**config.mk**
```make
export PLATFORM = sky130hd
export DESIGN_NAME = serial_adder_hs
export DESIGN_NICKNAME = d
export VERILOG_FILES = /design/src/rtl/serial_adder_hs.sv
export SDC_FILE = /design/constraint.sdc
export NUM_CORES = 1
export LEC_CHECK = 0
export CAP_MARGIN = 20
export CORE_MARGIN = 8
export CORE_UTILIZATION = 49
export DETAILED_ROUTE_END_ITERATION = 16
export GPL_ROUTABILITY_DRIVEN = 0
export HOLD_SLACK_MARGIN = 0.12
export PLACE_DENSITY_LB_ADDON = 0.05
export SLEW_MARGIN = 0
export SYNTH_ARGS = -nofsm -noshare
export SYNTH_HDL_FRONTEND = slang
export SYNTH_SLANG_ARGS = --single-unit
```
**constraint.sdc**
```tcl
create_clock -name clk -period 2.2 [get_ports clk]
set_clock_uncertainty 0.15 [all_clocks]
set_input_delay 0.44 -clock clk [delete_from_list [all_inputs] [get_ports clk]]
set_output_delay 0.44 -clock clk [all_outputs]
set_load 0.01 [all_outputs]
```
**src/rtl/serial_adder_hs.sv**
```systemverilog
// Digit-serial adder with valid/ready handshakes on operands and result.
// Optional subtract mode is enabled by defining SERIAL_ADDER_SUB_EN (adds the in_sub port).
module serial_adder_hs #(
    parameter int WIDTH = 8,
    parameter int DIGIT = 1
) (
    input  logic             clk,
    input  logic             rst,
    input  logic             in_valid,
    output logic             in_ready,
    input  logic [WIDTH-1:0] in_a,
    input  logic [WIDTH-1:0] in_b,
    input  logic             in_cin,
`ifdef SERIAL_ADDER_SUB_EN
    input  logic             in_sub,
`endif
    output logic             out_valid,
    input  logic             out_ready,
    output logic [WIDTH-1:0] out_sum,
    output logic             out_cout,
    output logic             out_ovf,
    output logic             busy
);

    localparam int NDIG = WIDTH / DIGIT;
    localparam int CW   = (NDIG > 1) ? $clog2(NDIG) : 1;
    localparam int DW   = DIGIT + 1;
    localparam logic [CW-1:0] LAST_CNT = CW'(NDIG - 1);

    typedef enum logic [1:0] {
        IDLE = 2'd0,
        RUN  = 2'd1,
        DONE = 2'd2
    } state_t;

    state_t            state_q, state_d;
    logic [WIDTH-1:0]  a_q, a_d;
    logic [WIDTH-1:0]  b_q, b_d;
    logic [WIDTH-1:0]  sum_q, sum_d;
    logic [CW-1:0]     cnt_q, cnt_d;
    logic              carry_q, carry_d;
    logic              cout_q, cout_d;
    logic              ovf_q, ovf_d;

    logic [WIDTH-1:0]  b_load;
    logic              carry_load;
    logic [DW-1:0]     digit_sum;
    logic [DIGIT-1:0]  digit_s;
    logic              digit_c;
    logic [WIDTH-1:0]  sum_shift;

`ifdef SERIAL_ADDER_SUB_EN
    // Subtraction is A + ~B + 1; the caller's carry-in is ignored in that mode.
    assign b_load     = in_sub ? ~in_b : in_b;
    assign carry_load = in_sub | in_cin;
`else
    assign b_load     = in_b;
    assign carry_load = in_cin;
`endif

    assign digit_sum = {1'b0, a_q[DIGIT-1:0]} + {1'b0, b_q[DIGIT-1:0]} + DW'(carry_q);
    assign digit_s   = digit_sum[DIGIT-1:0];
    assign digit_c   = digit_sum[DIGIT];

    // New digit enters at the MSB end so the LSB digit ends up at bit 0 after NDIG steps.
    generate
        if (DIGIT == WIDTH) begin : g_single_digit
            assign sum_shift = digit_s;
        end else begin : g_multi_digit
            assign sum_shift = {digit_s, sum_q[WIDTH-1:DIGIT]};
        end
    endgenerate

    always_comb begin
        state_d = state_q;
        a_d     = a_q;
        b_d     = b_q;
        sum_d   = sum_q;
        cnt_d   = cnt_q;
        carry_d = carry_q;
        cout_d  = cout_q;
        ovf_d   = ovf_q;
        case (state_q)
            IDLE: begin
                if (in_valid && in_ready) begin
                    a_d     = in_a;
                    b_d     = b_load;
                    carry_d = carry_load;
                    cnt_d   = '0;
                    state_d = RUN;
                end
            end
            RUN: begin
                a_d     = a_q >> DIGIT;
                b_d     = b_q >> DIGIT;
                carry_d = digit_c;
                sum_d   = sum_shift;
                cnt_d   = cnt_q + CW'(1);
                if (cnt_q == LAST_CNT) begin
                    cout_d  = digit_c;
                    // a^b^s recovers the carry into the MSB of the final digit.
                    ovf_d   = a_q[DIGIT-1] ^ b_q[DIGIT-1] ^ digit_s[DIGIT-1] ^ digit_c;
                    cnt_d   = '0;
                    state_d = DONE;
                end
            end
            DONE: begin
                if (out_ready) begin
                    state_d = IDLE;
                end
            end
            default: state_d = IDLE;
        endcase
    end

    always_ff @(posedge clk) begin
        if (rst) begin
            state_q <= IDLE;
            a_q     <= '0;
            b_q     <= '0;
            sum_q   <= '0;
            cnt_q   <= '0;
            carry_q <= 1'b0;
            cout_q  <= 1'b0;
            ovf_q   <= 1'b0;
        end else begin
            state_q <= state_d;
            a_q     <= a_d;
            b_q     <= b_d;
            sum_q   <= sum_d;
            cnt_q   <= cnt_d;
            carry_q <= carry_d;
            cout_q  <= cout_d;
            ovf_q   <= ovf_d;
        end
    end

    assign in_ready  = (state_q == IDLE) && !rst;
    assign out_valid = (state_q == DONE);
    assign busy      = (state_q == RUN);
    assign out_sum   = sum_q;
    assign out_cout  = cout_q;
    assign out_ovf   = ovf_q;

endmodule

```
==> summary.md <==
| Metric | Value |
|---|---|
| Status | finished, final reports clean |
| Total congestion overflow | 0 |
| Critical path data arrival time | ~1600 ps |
| Postcts setup bufs | 0 |
| Fraction of power consumed by sequential logic | between 40 and 50% |
| Worst setup EP type | output pin |
| Worst hold path class | flip-flop to flip-flop |
| Critical Path Fanout Max | 2 |
| Initial antenna violation count | 0 |
| Later-pin clock latency in the skew report | between 300 and 400 ps |
| Sw frac | approximately a quarter |
| Post-Synthesis Cell Area | 1450 um2 |
| Total Nets Final | 224 |
| Worst-Margin Slew | 286 ps |
| Fillcell total | 237 |
| Die W | 70.5 um |
| Max VDD drop | 0.609 mV |
| Rel. slew slack | 80.9% |
| Critical path, cell by cell | clkdlybuf4s50_1 > nor3_1 > clkdlybuf4s50_1 |
| Number of synthesized flops with an enable pin | 0 |
| Via Count | 1244 |
| Leak | 0.699 nW |
| Slowest library cell on the worst path | clkdlybuf4s50_1 |
| Comb power frac | roughly 16% |
| Final WL | between 3 and 4 mm |
| Clock sinks | 32 |
| Max clock buf depth | 2 |
| First-pass GRT wire length | 5.40 mm |
| Max frequency | 466 MHz |
| DP Wirelength | approximately 2.2 mm |
| PwrDens | a little over 700 nW/um2 |
| Setup TNS | 0 ps |
| Via density | 5.36 |
| Worst path most repeated cell | clkdlybuf4s50_1 |
| Cell row count | 19 |
| Critical Path Source Type | input pin |
| Io pins | 34 |
| Max-Cap Viols | 0 |
| Die area | around 5000 um2 |
| Die H | 70.5 um |
| IO buf count | 33 |
| Post-Syn Nets | approximately 190 |
| Post-synth ARST share | 0% |
| Mean Syn Cell Area | 8.71 um2 |
| CTS Buf Count | 5 |
| Area growth, synth to finish | 29.3% |
| Number of H-tree levels | 2 |
| Final Max Tran Viols | 0 |
| Seq/Total Area, Yosys | between 40% and 50% |
| GR Util All Layers | 12.9% |
| Largest net degree at the start of global routing | 29 |
| Switch Pwr | ~330 uW |
| Mapped Cells | 167 |
| Critical Path RT | 1610 ps |
| CTS tree | yes |
| Synth Register Bits | 32 |
| Clock network power share | 37.2% |
| Hold Fails Final Rpt | 0 |
| Path type of the worst setup path | input pin to output pin |
| Yosys warns | 0 |
| Cells after DPL | 224 |
| Share of cells above drive strength 1 | 17.4% |
| # setup viols final | 0 |
| Initial core utilization | 52.3% |
| Wire length per cell | 13.2 um |
| Synth Flop Type | dfxtp_1 |
| Detailed-route DRC error count | 0 |
| Count of cell types in the netlist | 26 |
| Critical path's largest stage delay | 560 ps |
| Antenna diode count | 0 |
| Clk pin slew, worst setup/hold paths | 100 ps |
| 1st-pass router iterations | 4 |
| Detail Route Antenna Nets | 0 |
| Vias in the first global route | 1246 |
| Clock Tree Root | clkbuf_4 |
| RSZ-0062 raised after global routing | false |
| Cell Count, Final, Fillers Out | 232 |
| Core Area | 2780 um2 |
| Minimum clock period | 2140 ps |
| Final hold slack | 320 ps |
| Internal cell power | 1.02 mW |
| Initial DRC Count | 79 |
| Crit share post-route | 97.4% |
-- placed cells by master (no fill, tap or decap) --
| cell | Yosys | routed |
|---|---|---|
| bufinv_16 | 0 | 1 |
| or3_1 | 1 | 1 |
| clkdlybuf4s50_1 | 0 | 33 |
| ha_1 | 2 | 2 |
| dfxtp_2 | 0 | 2 |
| a21oi_1 | 15 | 15 |
| nor2b_1 | 1 | 1 |
| or4b_4 | 1 | 1 |
| xnor2_1 | 3 | 3 |
| mux2i_1 | 2 | 2 |
| nand2_1 | 20 | 20 |
| nor3_1 | 17 | 17 |
| a311oi_1 | 1 | 1 |
| nor2_1 | 23 | 23 |
| nor4_2 | 8 | 8 |
| inv_1 | 2 | 2 |
| clkbuf_8 | 0 | 2 |
| nor2_2 | 8 | 8 |
| buf_4 | 1 | 7 |
| clkbuf_4 | 0 | 5 |
| fa_1 | 1 | 1 |
| nand3_1 | 4 | 4 |
| dfxtp_1 | 32 | 30 |
| nand2b_1 | 2 | 2 |
| nor4_1 | 7 | 7 |
| nor4b_4 | 1 | 1 |
| nand3b_1 | 2 | 2 |
-- metal layers --
layer | part of all wire, % | up-vias | track usage [%]
li1 | - | 637 | -
met3 | 4.6 | 8 | 4.24
met2 | 48 | 31 | 21.1
met4 | 2.1 | 0 | 7.14
met1 | 45 | 568 | 14.3
met5 | 0 | - | 0
-- Yosys cell counts (2+ instances only) --
| cell type | instances | area share (%) |
|---|---|---|
| inv_1 | 2 | 0.52 |
| nor4_1 | 7 | 3.0 |
| nand3b_1 | 2 | 1.0 |
| buf_6 | 4 | 3.1 |
| nand3_1 | 4 | 1.4 |
| nor2_2 | 8 | 3.4 |
| a21oi_1 | 15 | 5.2 |
| dfxtp_1 | 32 | 44 |
| clkbuf_1 | 3 | 0.77 |
| mux2i_1 | 2 | 1.4 |
| ha_1 | 2 | 1.7 |
| nor4_2 | 8 | 6.9 |
| buf_2 | 5 | 1.7 |
| nor2_1 | 23 | 5.9 |
| nor3_1 | 17 | 5.9 |
| nand2b_1 | 2 | 0.86 |
| nand2_1 | 20 | 5.2 |
| xnor2_1 | 3 | 1.8 |
-- what timing repair did --
action / CTS / global route
hold endpoints to repair: 0 / 0
hold buffers: 0 / 0
resized for setup: 0 / 2
endpoints found under the setup margin: 0 / 2
-- state kept, by name, summed over array words and instances (netlist names) --
name      count
a_q           8
out_ovf       1
state_q       2
cnt_q         3
out_sum       8
out_cout      1
carry_q       1
b_q           8
-- area by class of cell --
type,instances,area [um2],share of cell area (%)
flip-flops and latches,32,643,34.2
multi-input cells,119,713,37.9
inverters,2,7.51,0.399
repair buffers,40,383,20.4
clock buffers,7,65.1,3.46
well taps,31,38.8,2.06
clock inverters,1,30.0,1.60
-- path summary, 6_finish.rpt --
| path | start | end | slack [ps] | cells past startpoint |
|---|---|---|---|---|
| min | out_sum[1] | out_sum[0] | 320 | 2 |
| max | rst | in_ready | 60 | 3 |
| max reg2reg | a_q[0] | out_ovf | 500 | 4 |
| min reg2reg | out_sum[1] | out_sum[0] | 320 | 2 |
-- worst max-delay path, delay by kind of cell --
| family | cells | cell delay [ps] |
|---|---|---|
| and+or+nand+nor | 1 | 140 |
| buffers and inverters | 2 | 980 |
-- cells by family after synthesis --
| group | synth area share, % |
|---|---|
| AND/OR/NAND/NOR | 37.0 |
| flip-flops | 44.1 |
| XOR/XNOR | 1.81 |
| adder cells (fa/ha/maj) | 3.10 |
| AO/OA/AOI/OAI | 5.77 |
| buffers and inverters | 6.88 |
| multiplexers | 1.38 |
-- power groups by stage --
stage | combinational [mW] | clock (mW) | sequential, mW
floorplan | 0.147 | 0 | 0.643
global placement | 0.205 | 0 | 0.647
detailed placement | 0.213 | 0 | 0.649
CTS | 0.214 | 0.513 | 0.636
global route | 0.233 | 0.539 | 0.640
finish | 0.212 | 0.501 | 0.636
-- stage by stage --
step / worst slack [ps] / area, um2 / utilization, % / power [mW]
after CTS: 3.73 / 1880 / 67.5 / 1.36
after detailed placement: 41.7 / 1780 / 64.1 / 0.862
final: 56.4 / 1880 / 67.6 / 1.35
after global routing: 16.8 / 1880 / 67.6 / 1.41
after global placement: 61.8 / 1780 / 64.1 / 0.851
after floorplan: 531 / 1450 / - / 0.789
Note: power is estimated with default switching activity, not from simulation.
